===== config.mk =====
export PLATFORM = sky130hd
export DESIGN_NAME = result_window_accum_flat
export DESIGN_NICKNAME = d
export VERILOG_FILES = /design/src/rtl/result_window_accum_if.sv /design/src/rtl/result_window_accum.sv /design/src/flat_wrapper.sv
export SDC_FILE = /design/constraint.sdc
export NUM_CORES = 1
export LEC_CHECK = 0
export BUFFER_PORTS_ARGS = -buffer_cell sky130_fd_sc_hd__buf_2
export CORE_MARGIN = 2
export CORE_UTILIZATION = 50
export CTS_CLUSTER_SIZE = 20
export DETAILED_ROUTE_END_ITERATION = 10
export PLACE_DENSITY = 0.76
export SLEW_MARGIN = 20
export SYNTH_ARGS = -nofsm -noshare
export SYNTH_HDL_FRONTEND = slang
export SYNTH_SLANG_ARGS = --single-unit

===== constraint.sdc =====
create_clock -name clk -period 7.2 [get_ports clk]
set_clock_uncertainty 0.15 [all_clocks]
set_input_delay 1.08 -clock clk [delete_from_list [all_inputs] [get_ports clk]]
set_output_delay 1.08 -clock clk [all_outputs]
set_load 0.02 [all_outputs]

===== src/rtl/result_window_accum_if.sv =====
// Handshake bundle between the datapath, the window accumulator and its consumer.
// The sample side is in_*/input_data/flush; the summary side is out_*/output_data.
interface result_window_accum_if #(
  parameter int DATA_W = 24,
  parameter int SUM_W  = 27,
  parameter int CNT_W  = 4
);
  logic              in_valid;
  logic              in_ready;
  logic [DATA_W-1:0] input_data;
  logic              flush;
  logic              out_valid;
  logic              out_ready;
  logic [SUM_W-1:0]  output_data;
  logic [DATA_W-1:0] out_checksum;
  logic [DATA_W-1:0] out_max;
  logic [CNT_W-1:0]  out_count;

  modport master (
    output in_valid, input_data, flush, out_ready,
    input  in_ready, out_valid, output_data, out_checksum, out_max, out_count
  );

  modport slave (
    input  in_valid, input_data, flush, out_ready,
    output in_ready, out_valid, output_data, out_checksum, out_max, out_count
  );
endinterface


===== src/rtl/result_window_accum.sv =====
// Accumulates sum, XOR checksum and maximum over windows of accepted samples and
// presents each window summary through a valid/ready handshake.
module result_window_accum #(
  parameter int DATA_W = 24,
  parameter int WINDOW = 8,
  parameter int CNT_W  = $clog2(WINDOW + 1),
  parameter int SUM_W  = (WINDOW == 1) ? DATA_W : DATA_W + $clog2(WINDOW)
) (
  input logic                   clk,
  input logic                   rst_n,
  result_window_accum_if.slave  bus
);

  typedef enum logic {ACCUM, HOLD} state_e;

  state_e            state_q, state_d;
  logic              in_ready_q, in_ready_d;
  logic [CNT_W-1:0]  cnt_q, cnt_d;
  logic [SUM_W-1:0]  sum_q, sum_d;
  logic [DATA_W-1:0] xor_q, xor_d;
  logic [DATA_W-1:0] max_q, max_d;

  logic              accept;
  logic              first;
  logic              close;
  logic [CNT_W-1:0]  cnt_inc;

  // The accumulators double as the summary registers: they are frozen in HOLD,
  // and the first sample of the next window reloads them instead of combining.
  always_comb begin
    // NOTE: every signal written here gets a default first so no latch is inferred.
    state_d    = state_q;
    in_ready_d = in_ready_q;
    cnt_d      = cnt_q;
    sum_d      = sum_q;
    xor_d      = xor_q;
    max_d      = max_q;
    accept     = bus.in_valid && in_ready_q;
    first      = (cnt_q == '0);
    cnt_inc    = cnt_q + CNT_W'(1);
    close      = 1'b0;

    case (state_q)
      ACCUM: begin
        in_ready_d = 1'b1;
        if (accept) begin
          cnt_d = cnt_inc;
          if (first) begin
            sum_d = SUM_W'(bus.input_data);
            xor_d = bus.input_data;
            max_d = bus.input_data;
          end else begin
            sum_d = sum_q + SUM_W'(bus.input_data);
            xor_d = xor_q ^ bus.input_data;
            if (bus.input_data > max_q) max_d = bus.input_data;
          end
        end
        // An empty window is never closed: flush needs a held or incoming sample.
        close = (accept && (cnt_inc == CNT_W'(WINDOW))) ||
                (bus.flush && (!first || accept));
        if (close) begin
          state_d    = HOLD;
          in_ready_d = 1'b0;
        end
      end
      HOLD: begin
        if (bus.out_ready) begin
          state_d    = ACCUM;
          in_ready_d = 1'b1;
          cnt_d      = '0;
        end
      end
      default: begin
        state_d    = ACCUM;
        in_ready_d = 1'b0;
        cnt_d      = '0;
      end
    endcase
  end

  always_ff @(posedge clk or negedge rst_n) begin
    if (!rst_n) begin
      state_q    <= ACCUM;
      in_ready_q <= 1'b0;
      cnt_q      <= '0;
      sum_q      <= '0;
      xor_q      <= '0;
      max_q      <= '0;
    end else begin
      // NOTE: non-blocking assignments so every flop samples pre-edge values.
      state_q    <= state_d;
      in_ready_q <= in_ready_d;
      cnt_q      <= cnt_d;
      sum_q      <= sum_d;
      xor_q      <= xor_d;
      max_q      <= max_d;
    end
  end

  assign bus.in_ready     = in_ready_q;
  assign bus.out_valid    = (state_q == HOLD);
  assign bus.output_data  = sum_q;
  assign bus.out_checksum = xor_q;
  assign bus.out_max      = max_q;
  assign bus.out_count    = cnt_q;

endmodule


===== src/flat_wrapper.sv =====
// flat-port wrapper written by rule: the top's interface ports become plain ports
module result_window_accum_flat 
#(
  parameter int DATA_W = 24,
  parameter int WINDOW = 8,
  parameter int CNT_W  = $clog2(WINDOW + 1),
  parameter int SUM_W  = (WINDOW == 1) ? DATA_W : DATA_W + $clog2(WINDOW)
)
  (clk, rst_n, bus_in_valid, bus_input_data, bus_flush, bus_out_ready, bus_in_ready, bus_out_valid, bus_output_data, bus_out_checksum, bus_out_max, bus_out_count);
  result_window_accum_if #(.DATA_W(DATA_W), .SUM_W(SUM_W), .CNT_W(CNT_W)) bus_i ();
  input logic clk;
  input logic rst_n;
  input wire logic [$bits(bus_i.in_valid)-1:0] bus_in_valid;
  input wire logic [$bits(bus_i.input_data)-1:0] bus_input_data;
  input wire logic [$bits(bus_i.flush)-1:0] bus_flush;
  input wire logic [$bits(bus_i.out_ready)-1:0] bus_out_ready;
  output wire logic [$bits(bus_i.in_ready)-1:0] bus_in_ready;
  output wire logic [$bits(bus_i.out_valid)-1:0] bus_out_valid;
  output wire logic [$bits(bus_i.output_data)-1:0] bus_output_data;
  output wire logic [$bits(bus_i.out_checksum)-1:0] bus_out_checksum;
  output wire logic [$bits(bus_i.out_max)-1:0] bus_out_max;
  output wire logic [$bits(bus_i.out_count)-1:0] bus_out_count;
  assign bus_i.in_valid = bus_in_valid;
  assign bus_i.input_data = bus_input_data;
  assign bus_i.flush = bus_flush;
  assign bus_i.out_ready = bus_out_ready;
  assign bus_in_ready = bus_i.in_ready;
  assign bus_out_valid = bus_i.out_valid;
  assign bus_output_data = bus_i.output_data;
  assign bus_out_checksum = bus_i.out_checksum;
  assign bus_out_max = bus_i.out_max;
  assign bus_out_count = bus_i.out_count;
  result_window_accum #(.DATA_W(DATA_W), .WINDOW(WINDOW), .CNT_W(CNT_W), .SUM_W(SUM_W)) u_core (.clk(clk), .rst_n(rst_n), .bus(bus_i));
endmodule

After elaboration in Yosys (flattened, before gate mapping). Index checks and enable logic that the tools add are counted.

Logic and storage cells: 38. Input port bits: 29. Output and inout port bits: 81. Flip-flop bits (word level): 81.

Mux-type cells: 13. Bitwise gates (word level): 2. Reductions and logical operators: 11. Magnitude comparators: 1. Equal/unequal tests: 3. Add/sub/neg operators: 2.

Operator list (count): $mux 24 (3); $add 27x24->27 (1); $mux 27 (1); $gt 24x24->1 (1); $xor 24x24->24 (1); $mux 4 (2); $pmux 4 s2 (1); $add 4x1->4 const B (1); $eq 4x4->1 const B (1); $logic_not 4->1 (1); $mux 1 (4); $pmux 1 s2 (2); $reduce_and 2->1 (2); $logic_and 1x1->1 (3); $reduce_and 3->1 (1); $logic_or 1x1->1 (2); $ne 2x1->1 const B (1); $ne 2x2->1 const B (1); $reduce_bool 2->1 (1); $logic_not 1->1 (1); $not 1->1 (1).

Depth between registers and ports, before layout. Gate-level depths: netlist of the first run.

Depth in word-level cells: 7. Gate-level depth with buffers: 11. Depth with buffers taken out: 10.

Worst setup path after synthesis of the first run. Ideal clock, no wire load.

Path kind: input-to-reg. Start point: input port bus_input_data[0]. End point: register u_core.sum_q[20] (netlist: u_core.bus.output_data[20]). Data arrival time: 3.010 ns. Buffers on the path: 0. Setup time: 0.130 ns. Cell stages on the path: 10. Data required time: 6.920 ns. Slack: 3.910 ns. Cells stage by stage: ha_1 > fa_1 > a21o_1 > a221o_1 > a21oi_1 > o21a_1 > o31ai_1 > o21bai_1 > xor2_1 > o21ai_0.

Longest elaborated chain between the ends: 2.

Ends and longest elaborated chain: start: declaration (RTL line flat_wrapper.sv:14) `input wire logic [$bits(bus_i.input_data)-1:0] bus_input_data;`; $add 27x24->27 (RTL line result_window_accum.sv:53) `sum_d = sum_q + SUM_W'(bus.input_data);`; $mux 27 (RTL line result_window_accum.sv:48) `if (first) begin`; end signal: assignment (RTL line result_window_accum.sv:94) `sum_q <= sum_d;`; end: declaration (RTL line result_window_accum.sv:19) `logic [SUM_W-1:0] sum_q, sum_d;`.

Every way passes these cells. A chain may end at the register's enable or synchronous reset.

Worst setup path after layout of the first run.
Start point: input port bus_input_data[22]. End point: register u_core.max_q[16] (netlist: u_core.bus.out_max[16]).

Longest elaborated chain between the ends: 3.

Ends and longest elaborated chain: $gt 24x24->1 (RTL line result_window_accum.sv:55) `if (bus.input_data > max_q) max_d = bus.input_data;`; $reduce_bool 2->1 (no line); $reduce_and 3->1 (no line); end signal: assignment (RTL line result_window_accum.sv:96) `max_q <= max_d;`; end: declaration (RTL line result_window_accum.sv:21) `logic [DATA_W-1:0] max_q, max_d;`.

Every way passes these cells.

==> results.ini, run 1 <==
[floorplanning]
fp.dieH_um=108.0
die-width_um=108.0
die_area_um2=11660
floorplan.io_pins=110
initial_core_utilization_pct=51.89
placeableCoreArea_um2=10420
row_count=37

[global_routing]
grt.met3_usage_pct=6.088
grt_use_met1_pct=35.02
initial_antenna_violation_count=0
first_pass_grt_wire_length_mm=23.79
use_met2_pct=41.06
grt_most_used_layer=met2
vias_in_the_first_global_route=4853
grt.total_usage_pct=26.00
grt.overflow.total=0
grt_start_max_net_pins=82

[route]
via_per_inst=5.929
route.detailed.drc=0
detailedRoute.firstPassIterationCount=5
drtAntennaViolNets=0
wl_per_cell_um=17.34
drt_iter0_markers=304
num_vias=5010
post_route_wl_mm=14.65

[worst_setup_path]
startpoint_type=primary input
critical_path_peak_fanout=16
critical_path_arrival_ns=3.75
worst-r2r-setup-slack_ns=3.99
worstPathRequired_ns=7.31
criticalPathCategory=in2reg
crit_path_end_kind=register

[cells_and_area]
multi_input_area_um2=3156
postLayoutCellArea_um2=6277
regArea_um2=2027
fillers=911
drive_gt1_share_pct=22.71
stdcell_count=845
area.growth.synth_to_final_pct=16.13
finalNetCount=785
n_antenna_cell=0

[timing]
layout_worst_path_cycle_share_pct=50.66
max-slew-margin-rel_pct=35.48
max_freq_mhz=274.2
max_slew.worst_pin.slew_ns=0.9677
slew_viol_final=0
hold_viol_final=0
layout_min_cycle_time_ns=3.647
report.final.setup_viol=0
timing.final.ws_setup_ns=3.553
final_tns_setup_ns=0
grt_setup_unrepaired=no

[clock_tree]
ctsHtreeMaxLevel=3
clock_tree.buffer_depth=2
clock_latency_ns=0.37
cts_inserted_buffers=9
post_cts_resize_count=0
tritoncts=built
clk_pin_slew_ns=0.08
number_of_hold_buffers_added_after_cts=0
clkSinkCount=81
post_cts.repair.setup_buffers=0
cts.root.buffer_cell=sky130_fd_sc_hd__clkbuf_8

[job]
cap_violations=0

[place]
gp_congestion=0.9067
numPortBuffers=109
preCtsSetupSlack_ns=3.173
total_placed_instance_area_um2=6043
place_hpwl_mm=10.50
place_inst=829

[pwr]
leakage_nw=3.030
maximum_vdd_drop_v=0.0002328
power_per_cell_area_nw_per_um2=529.6

[synth]
synth_enable_flop_cells=0
syn_area_um2=5405
synth-seq-cells=81
netlist_top_cells_area=sky130_fd_sc_hd__dfrtp_1, sky130_fd_sc_hd__ha_1, sky130_fd_sc_hd__a21oi_1, sky130_fd_sc_hd__mux2_2, sky130_fd_sc_hd__o21ai_0
synth_sequential_area_ratio_pct=37.50
ys.flop_type=sky130_fd_sc_hd__dfrtp_1
synth_area_per_cell_um2=8.905
synth_largest_area_cell=sky130_fd_sc_hd__dfrtp_1
synthesis.nets=688
yosys.cell_types.count=55
syn_inst=607
fraction_of_synthesis_flops_using_an_asynchronous_set_or_reset_pin_pct=100.0
yosysWarningCount=0
share_of_the_synthesized_area_in_the_top_cell_type_pct=37.50

[outcome]
status=finished clean

[worst_hold_path]
holdCritPathClass=reg2reg

==> layout by cell type (no fill, tap or decap), types with 4 or more instances in the layout <==
cell | netlist | final
sky130_fd_sc_hd__buf_2 | 0 | 108
sky130_fd_sc_hd__a21oi_1 | 87 | 87
sky130_fd_sc_hd__dfrtp_1 | 81 | 81
sky130_fd_sc_hd__nand2_1 | 55 | 54
sky130_fd_sc_hd__ha_1 | 51 | 51
sky130_fd_sc_hd__o21ai_0 | 49 | 49
sky130_fd_sc_hd__nor2_1 | 34 | 33
sky130_fd_sc_hd__inv_1 | 32 | 32
sky130_fd_sc_hd__nand3_1 | 26 | 26
sky130_fd_sc_hd__mux2_2 | 24 | 24
sky130_fd_sc_hd__a21o_1 | 19 | 19
sky130_fd_sc_hd__xnor2_1 | 12 | 12
sky130_fd_sc_hd__clkbuf_8 | 0 | 11
sky130_fd_sc_hd__nand4_1 | 10 | 10
sky130_fd_sc_hd__xor2_1 | 8 | 8
sky130_fd_sc_hd__o21a_1 | 8 | 8
sky130_fd_sc_hd__nor3_1 | 7 | 7
sky130_fd_sc_hd__a22oi_1 | 5 | 5
sky130_fd_sc_hd__nand2b_1 | 4 | 4
sky130_fd_sc_hd__o31ai_1 | 4 | 4
sky130_fd_sc_hd__and3_1 | 4 | 4
sky130_fd_sc_hd__o22ai_1 | 4 | 4
==> state kept, by name, summed over array words and instances, names as in the netlist <==
| register | flops |
|---|---|
| u_core.bus.output_data | 27 |
| u_core.bus.out_checksum | 24 |
| u_core.bus.out_max | 24 |
| u_core.bus.out_count | 4 |
| u_core.bus.in_ready | 1 |
| u_core.bus.out_valid | 1 |
==> where the power goes <==
part           internal [mW]  switching (mW)
clock network          0.214           0.175
registers              0.685           0.208
logic                  0.775            1.27
==> synth_stat cells (3+ instances only) <==
cell                        n
sky130_fd_sc_hd__clkbuf_1  22
sky130_fd_sc_hd__nor3_1     7
sky130_fd_sc_hd__or2_2      3
sky130_fd_sc_hd__inv_1     32
sky130_fd_sc_hd__xor2_1     8
sky130_fd_sc_hd__a22oi_1    5
sky130_fd_sc_hd__xnor2_1   12
sky130_fd_sc_hd__o21a_1     8
sky130_fd_sc_hd__o211ai_1   3
sky130_fd_sc_hd__a31oi_1    3
sky130_fd_sc_hd__o22ai_1    4
sky130_fd_sc_hd__a21o_1    19
sky130_fd_sc_hd__o31ai_1    4
sky130_fd_sc_hd__nand3_1   26
sky130_fd_sc_hd__a21oi_1   87
sky130_fd_sc_hd__and3_1     4
sky130_fd_sc_hd__nand2b_1   4
sky130_fd_sc_hd__o21ai_0   49
sky130_fd_sc_hd__mux2i_1    3
sky130_fd_sc_hd__nand4_1   10
sky130_fd_sc_hd__a211o_1    3
sky130_fd_sc_hd__nand2_1   55
sky130_fd_sc_hd__ha_1      51
sky130_fd_sc_hd__nor2b_1    3
sky130_fd_sc_hd__nor2_1    34
sky130_fd_sc_hd__dfrtp_1   81
sky130_fd_sc_hd__mux2_2    24
==> metrics by stage <==
stage	utilization, %	hold WS (ns)	power [mW]
after floorplan	-	0.4596	2.342
after global placement	58.02	0.3410	2.835
after detailed placement	58.02	0.3561	2.917
after CTS	60.23	0.3709	3.320
after global routing	60.26	0.4082	3.593
final	60.26	0.3747	3.325
==> path summary, 6_finish.rpt <==
path | from | endpoint | cells after the start
worst max-delay path | bus_input_data[22] | u_core.bus.out_max[16] | 10
worst min-delay path | u_core.bus.output_data[3] | u_core.bus.output_data[3] | 2
worst max register to register | u_core.bus.out_max[22] | u_core.bus.out_max[16] | 10
worst min register to register | u_core.bus.output_data[3] | u_core.bus.output_data[3] | 2
max in group asynchronous | rst_n | u_core.bus.out_checksum[8] | 1
min in group asynchronous | rst_n | u_core.bus.output_data[26] | 1
==> kinds of logic (layout without fill, tap and decap cells) <==
kind of cell / Yosys count / in the layout / share of synthesized area [%]
AOI/OAI and AO/OA: 215 / 215 / 24.21
and+or+nand+nor: 154 / 154 / 13.01
DFF: 81 / 81 / 37.50
buffers and inverters: 58 / 160 / 4.306
adders and majority gates: 52 / 52 / 12.18
muxes: 27 / 27 / 5.556
xor gates and xnor gates: 20 / 20 / 3.241
==> cell type report <==
class,count,share of cell area [%]
multi-input cells,468,50.27
flip-flops and latches,81,32.29
repair buffers,112,9.149
well taps,136,2.711
clock buffers,12,2.472
inverters,32,1.913
clock inverters,4,1.196
==> routing by layer <==
layer  share of wire, %  routed length, um  vias up
met5                  0                  0        -
met4                2.0                297        0
met3                6.1                887       27
met2                 47               6862      178
met1                 45               6604     2394
li1                   -                  -     2411
==> critical path, stage by stage <==
cell and delay (ns):
sky130_fd_sc_hd__buf_2 0.14, sky130_fd_sc_hd__ha_1 0.32, sky130_fd_sc_hd__nand4_1 0.15, sky130_fd_sc_hd__or2_2 0.35, sky130_fd_sc_hd__nor3_1 0.28, sky130_fd_sc_hd__o31a_1 0.19, sky130_fd_sc_hd__o31ai_1 0.08, sky130_fd_sc_hd__a21oi_2 0.45
sky130_fd_sc_hd__buf_4 0.33, sky130_fd_sc_hd__mux2_2 0.37
Note: power is estimated with default switching activity, not from simulation.
==> run 2: changes to the inputs <==
Settings changed: PLACE_DENSITY 0.76 to 0.79.
Clock period 7.2 ns to 3.2 ns, I/O delays scaled along.
==> run 2 against run 1 <==
Compared with the run above: sequential share of layout area is 0.071 points higher; utilization down 0.13 points; critical path depth stayed put; sequential cell count unchanged; die area stayed put; sequential power up 120%; register-to-register slack worse by 3.7 ns; clock power is 72% higher; routed wire length down 0.63%; worst setup slack lost 3.3 ns; combinational power rose by 130%; design area fell by 0.22%; critical path type is now reg2reg.
==> results.ini, run 2 (same netlist as run 1, synthesis figures left out) <==
[outcome]
status=finished clean

[route]
num_vias=5049  ; +0.78%
post_route_wl_mm=14.56  ; -0.63%
drtAntennaViolNets=0  ; unchanged
route.detailed.drc=0  ; unchanged
via_per_inst=5.926  ; about the same
drt_iter0_markers=292  ; -3.9%
wl_per_cell_um=17.09  ; -1.4%
detailedRoute.firstPassIterationCount=5  ; unchanged

[floorplanning]
row_count=37  ; unchanged
die_area_um2=11660  ; unchanged
die-width_um=108.0  ; unchanged
floorplan.io_pins=110  ; unchanged
placeableCoreArea_um2=10420  ; unchanged
fp.dieH_um=108.0  ; unchanged
initial_core_utilization_pct=51.89  ; unchanged

[timing]
grt_setup_unrepaired=no
max_freq_mhz=342.5
hold_slack_ns=0.0005708  ; -0.3741 ns
layout_min_cycle_time_ns=2.920
final_tns_setup_ns=0  ; unchanged
max-slew-margin-rel_pct=49.17  ; +14 points
hold_viol_final=0  ; unchanged
max_slew.worst_pin.slew_ns=0.7625  ; -0.2053 ns
layout_worst_path_cycle_share_pct=91.24
report.final.setup_viol=0  ; unchanged
slew_viol_final=0  ; unchanged

[worst_setup_path]
worstPathRequired_ns=3.31  ; -4.00 ns
critPathTopFamily=compound AO/OA/AOI/OAI gates
crit_buf_inv=0  ; -2
critical_path_arrival_ns=3.03  ; -0.72 ns
crit_path_cell_trace=ha_1, fa_1, a21o_1, a221o_1, a32oi_1, o2111ai_1, o211ai_1, a21o_1, nand2_1, o31ai_1
criticalPathCategory=reg2reg
crit_path_end_kind=register
startpoint_type=register
slowest_stage=sky130_fd_sc_hd__dfrtp_1
critical_path_peak_fanout=4  ; -12
critPathMostFrequentCell=sky130_fd_sc_hd__a21o_1
delay_of_the_slowest_cell_on_the_worst_path_ns=0.41  ; -0.04 ns

[job]
cap_violations=0  ; unchanged

[cells_and_area]
finalNetCount=792  ; +0.89%
fillers=922  ; +1.2%
layout_commonest_cell=sky130_fd_sc_hd__buf_2
n_antenna_cell=0  ; unchanged
drive_gt1_share_pct=23.32  ; +0.62 points
final_cell_mix=sky130_fd_sc_hd__buf_2, sky130_fd_sc_hd__a21oi_1, sky130_fd_sc_hd__dfrtp_1
largest_register_ff_count=27  ; unchanged
area.growth.synth_to_final_pct=15.88

[clock_tree]
post_cts.repair.setup_buffers=0  ; unchanged
clock_latency_ns=0.36  ; about the same
cts_inserted_buffers=9  ; unchanged
clock_tree.buffer_depth=2  ; unchanged
number_of_hold_buffers_added_after_cts=0  ; unchanged
clk_pin_slew_ns=0.08  ; about the same
cts.root.buffer_cell=sky130_fd_sc_hd__clkbuf_8
post_cts_resize_count=0  ; unchanged
tritoncts=built
ctsHtreeMaxLevel=3  ; unchanged
clkSinkCount=81  ; unchanged

[pwr]
power_per_cell_area_nw_per_um2=1163  ; +120%
maximum_vdd_drop_v=0.0005744  ; +150%
leakage_nw=3.042  ; +0.39%

[place]
numPortBuffers=109  ; unchanged
gp_congestion=0.9248  ; +2.0%
place_hpwl_mm=10.65  ; +1.4%

[worst_hold_path]
holdCritPathClass=in2async

[global_routing]
initial_antenna_violation_count=0  ; unchanged
first_pass_grt_wire_length_mm=23.94  ; +0.64%
grt.overflow.total=0  ; unchanged
grt.total_usage_pct=26.06  ; +0.058 points
grt_start_max_net_pins=82  ; unchanged
vias_in_the_first_global_route=4929  ; +1.6%

## run 2: cell count changes in the layout (fill, tap and decap cells not counted)
cell / delta
sky130_fd_sc_hd__clkinvlp_4: -2
sky130_fd_sc_hd__bufinv_16: -2
sky130_fd_sc_hd__buf_4: +7
sky130_fd_sc_hd__clkinv_2: +3
sky130_fd_sc_hd__clkbuf_8: -2
sky130_fd_sc_hd__clkinv_4: +2
sky130_fd_sc_hd__clkbuf_1: +1
## run 2: final cells by class
type	count	area [um2]	area share, %
clock inverters	5	32.53	0.5194
clock buffers	11	131.4	2.097
flip-flops and latches	81	2027	32.36
inverters	32	120.1	1.918
repair buffers	119	626.9	10.01
multi-input cells	468	3156	50.38
well taps	136	170.2	2.717
## run 2: path summary, 6_finish.rpt
path / start / to / slack [ns] / cells past startpoint
worst min register to register: u_core.bus.output_data[6] / u_core.bus.output_data[6] / 0.38 / 2
worst min-delay path: rst_n / u_core.bus.output_data[26] / 0.0006 / 1
worst max-delay path: u_core.bus.output_data[0] / u_core.bus.output_data[24] / 0.28 / 10
worst max register to register: u_core.bus.output_data[0] / u_core.bus.output_data[24] / 0.28 / 10
max in group asynchronous: rst_n / u_core.bus.out_max[12] / 2.37 / 1
min in group clk: bus_out_ready / u_core.bus.out_count[3] / 0.15 / 2
## run 2: through the flow
stage	std cells	setup slack, ns	cell area, um2	power [mW]	util, %
3_5_place_dp	836	0.1273	6096	6.590	58.52
2_1_floorplan	607	0.4773	5405	5.271	-
5_1_grt	852	0.06962	6264	7.920	60.13
6_report	852	0.2805	6264	7.286	60.13
3_3_place_gp	836	0.1609	6096	6.447	58.52
4_1_cts	852	0.2819	6260	7.289	60.10
## run 2: layer usage
metal,vias up,track usage (%),wire (um)
li1,2427,-,-
met1,2451,35.81,6651
met5,-,0,0
met3,17,3.918,710
met4,0,6.960,153
met2,154,43.22,7046
## run 2: where the power goes
part	switching (mW)	leakage (nW)	internal, mW
logic	2.85	1.99	1.77
clock network	0.388	0.0870	0.281
registers	0.463	0.962	1.54
total	3.70	3.04	3.59
==> run 3: changes to the inputs <==
Settings changed: PLACE_DENSITY 0.79 to 0.76, REMOVE_ABC_BUFFERS set to 1.
Clock period 3.2 ns to 2.83 ns, I/O delays scaled along.
==> run 3 against run 2 <==
Compared with the run above: the flow now finishes with violations (negative hold slack); worst setup slack worse by 0.22 ns; via count is 1.7% higher; utilization is 3.8 points higher; sequential share of layout area is 1.9 points lower; worst hold slack worse by 0.037 ns; clock power is 29% higher; combinational power is 22% higher; critical path depth is 1 higher; clock-buffer cell count is 2 higher.
==> results.ini, run 3 (same netlist as run 1, synthesis figures left out) <==
[outcome]
status=complete, but fails checks
violations_in_the_final_reports=negative hold slack

[place]
place_hpwl_mm=10.86  ; +2.0%
total_placed_instance_area_um2=6314  ; +3.6%
numPortBuffers=109  ; unchanged
place_inst=865  ; +3.5%
gp_congestion=0.9284  ; +0.39%
preCtsSetupSlack_ns=-0.1324  ; -0.2597 ns

[cells_and_area]
area.growth.synth_to_final_pct=23.26
n_antenna_cell=0  ; unchanged
largest_register_ff_count=27  ; unchanged
fillers=898  ; -2.6%
final_cell_mix=sky130_fd_sc_hd__buf_2, sky130_fd_sc_hd__a21oi_1, sky130_fd_sc_hd__dfrtp_1
stdcell_count=889  ; +4.3%
layout_commonest_cell=sky130_fd_sc_hd__buf_2
drive_gt1_share_pct=28.42  ; +5.1 points
finalNetCount=829  ; +4.7%
postLayoutCellArea_um2=6663  ; +6.4%
final_core_util_pct=63.96  ; +3.8 points

[timing]
report.final.setup_viol=0  ; unchanged
layout_min_cycle_time_ns=2.769  ; -0.1507 ns
hold_viol_final=81  ; +81
max_freq_mhz=361.2  ; +5.4%
grt_setup_unrepaired=yes
slew_viol_final=0  ; unchanged
final_tns_setup_ns=0  ; unchanged
max_slew.worst_pin.slew_ns=0.7497  ; -0.01282 ns
max-slew-margin-rel_pct=50.02  ; +0.85 points
layout_worst_path_cycle_share_pct=97.84  ; +6.6 points
hold_slack_ns=-0.03684  ; -0.03741 ns
timing.final.ws_setup_ns=0.06120  ; -0.2193 ns

[route]
num_vias=5133  ; +1.7%
route.detailed.drc=0  ; unchanged
via_per_inst=5.774  ; -2.6%
drtAntennaViolNets=0  ; unchanged
drt_iter0_markers=484  ; +66%
detailedRoute.firstPassIterationCount=5  ; unchanged
wl_per_cell_um=16.58  ; -3.0%
post_route_wl_mm=14.74  ; +1.2%

[global_routing]
grt.overflow.total=0  ; unchanged
first_pass_grt_wire_length_mm=23.49  ; -1.9%
initial_antenna_violation_count=0  ; unchanged
vias_in_the_first_global_route=4892  ; -0.75%
grt_start_max_net_pins=82  ; unchanged
grt.total_usage_pct=25.43  ; -0.63 points

[worst_setup_path]
critical_path_peak_fanout=3  ; -1
criticalPathCategory=reg2reg
worstPathRequired_ns=2.92  ; -0.39 ns
critical_path_arrival_ns=2.86  ; -0.17 ns
startpoint_type=register
worst-r2r-setup-slack_ns=0.06  ; -0.22 ns
crit_path_end_kind=register

[clock_tree]
ctsHtreeMaxLevel=3  ; unchanged
cts.root.buffer_cell=sky130_fd_sc_hd__clkbuf_8
number_of_hold_buffers_added_after_cts=0  ; unchanged
clkSinkCount=81  ; unchanged
clk_pin_slew_ns=0.08  ; about the same
clock_latency_ns=0.37  ; about the same
cts_inserted_buffers=9  ; unchanged
tritoncts=built
clock_tree.buffer_depth=2  ; unchanged

[floorplanning]
die_area_um2=11660  ; unchanged
placeableCoreArea_um2=10420  ; unchanged
floorplan.io_pins=110  ; unchanged
fp.dieH_um=108.0  ; unchanged
die-width_um=108.0  ; unchanged
row_count=37  ; unchanged
initial_core_utilization_pct=51.89  ; unchanged

[pwr]
power_per_cell_area_nw_per_um2=1317  ; +13%
power_total_mw=8.774  ; +20%
leakage_nw=3.267  ; +7.4%
maximum_vdd_drop_v=0.0006546  ; +14%

[worst_hold_path]
holdCritPathClass=in2async

[job]
cap_violations=0  ; unchanged

run 3: cell count changes in the layout (fill, tap and decap cells not counted), sizes merged:
| cell | delta |
|---|---|
| buf | +37 |
| clkbuf | +2 |
| clkinv | -3 |
| bufinv | +1 |
run 3: repair_timing:
| action | in CTS | in global routing |
|---|---|---|
| endpoints found under the setup margin | 20 | 31 |
| pin swaps | 0 | 22 |
| gates resized for setup | 1 | 21 |
| cloned | 0 | 1 |
| setup buffers | 0 | 7 |
run 3: power breakdown:
part / total, mW / switching, mW / internal [mW]
Clock: 0.862 / 0.432 / 0.431
Combinational: 5.63 / 3.35 / 2.29
Sequential: 2.28 / 0.535 / 1.74
Total: 8.77 / 4.31 / 4.46
run 3: worst paths after layout:
path                                       startpoint                          to  depth (start not counted)
max reg2reg                 u_core.bus.output_data[0]  u_core.bus.output_data[18]                         11
max in group asynchronous                       rst_n  u_core.bus.out_checksum[7]                          1
min reg2reg                u_core.bus.out_checksum[0]  u_core.bus.out_checksum[0]                          1
min                                             rst_n  u_core.bus.output_data[24]                          1
min in group clk                        bus_out_ready     u_core.bus.out_count[3]                          2
max                         u_core.bus.output_data[0]  u_core.bus.output_data[18]                         11
run 3: area by class of cell:
class / instances / area [um2] / area share (%)
clock buffers: 13 / 148.9 / 2.235
clock inverters: 3 / 40.04 / 0.6009
inverters: 32 / 120.1 / 1.803
multi-input cells: 468 / 3247 / 48.73
flip-flops and latches: 81 / 2027 / 30.42
well taps: 136 / 170.2 / 2.554
repair buffers: 156 / 909.6 / 13.65
run 3: critical path, stage by stage (launching register included):
cell and delay (ns):
sky130_fd_sc_hd__dfrtp_1 0.42, sky130_fd_sc_hd__ha_4 0.18, sky130_fd_sc_hd__fa_2 0.36, sky130_fd_sc_hd__a21o_1 0.20, sky130_fd_sc_hd__a221o_1 0.39, sky130_fd_sc_hd__a32oi_2 0.30, sky130_fd_sc_hd__buf_4 0.17, sky130_fd_sc_hd__nand2_4 0.05
sky130_fd_sc_hd__xnor2_2 0.16, sky130_fd_sc_hd__nor2_1 0.06, sky130_fd_sc_hd__a21oi_1 0.11, sky130_fd_sc_hd__o21ai_1 0.09
run 3: layer usage:
| layer | track usage, % | up-vias | routed length [um] |
|---|---|---|---|
| met2 | 40.52 | 178 | 6968 |
| met4 | 11.45 | 0 | 410 |
| met5 | 0 | - | 0 |
| li1 | - | 2484 | - |
| met3 | 3.315 | 32 | 983 |
| met1 | 34.70 | 2439 | 6379 |
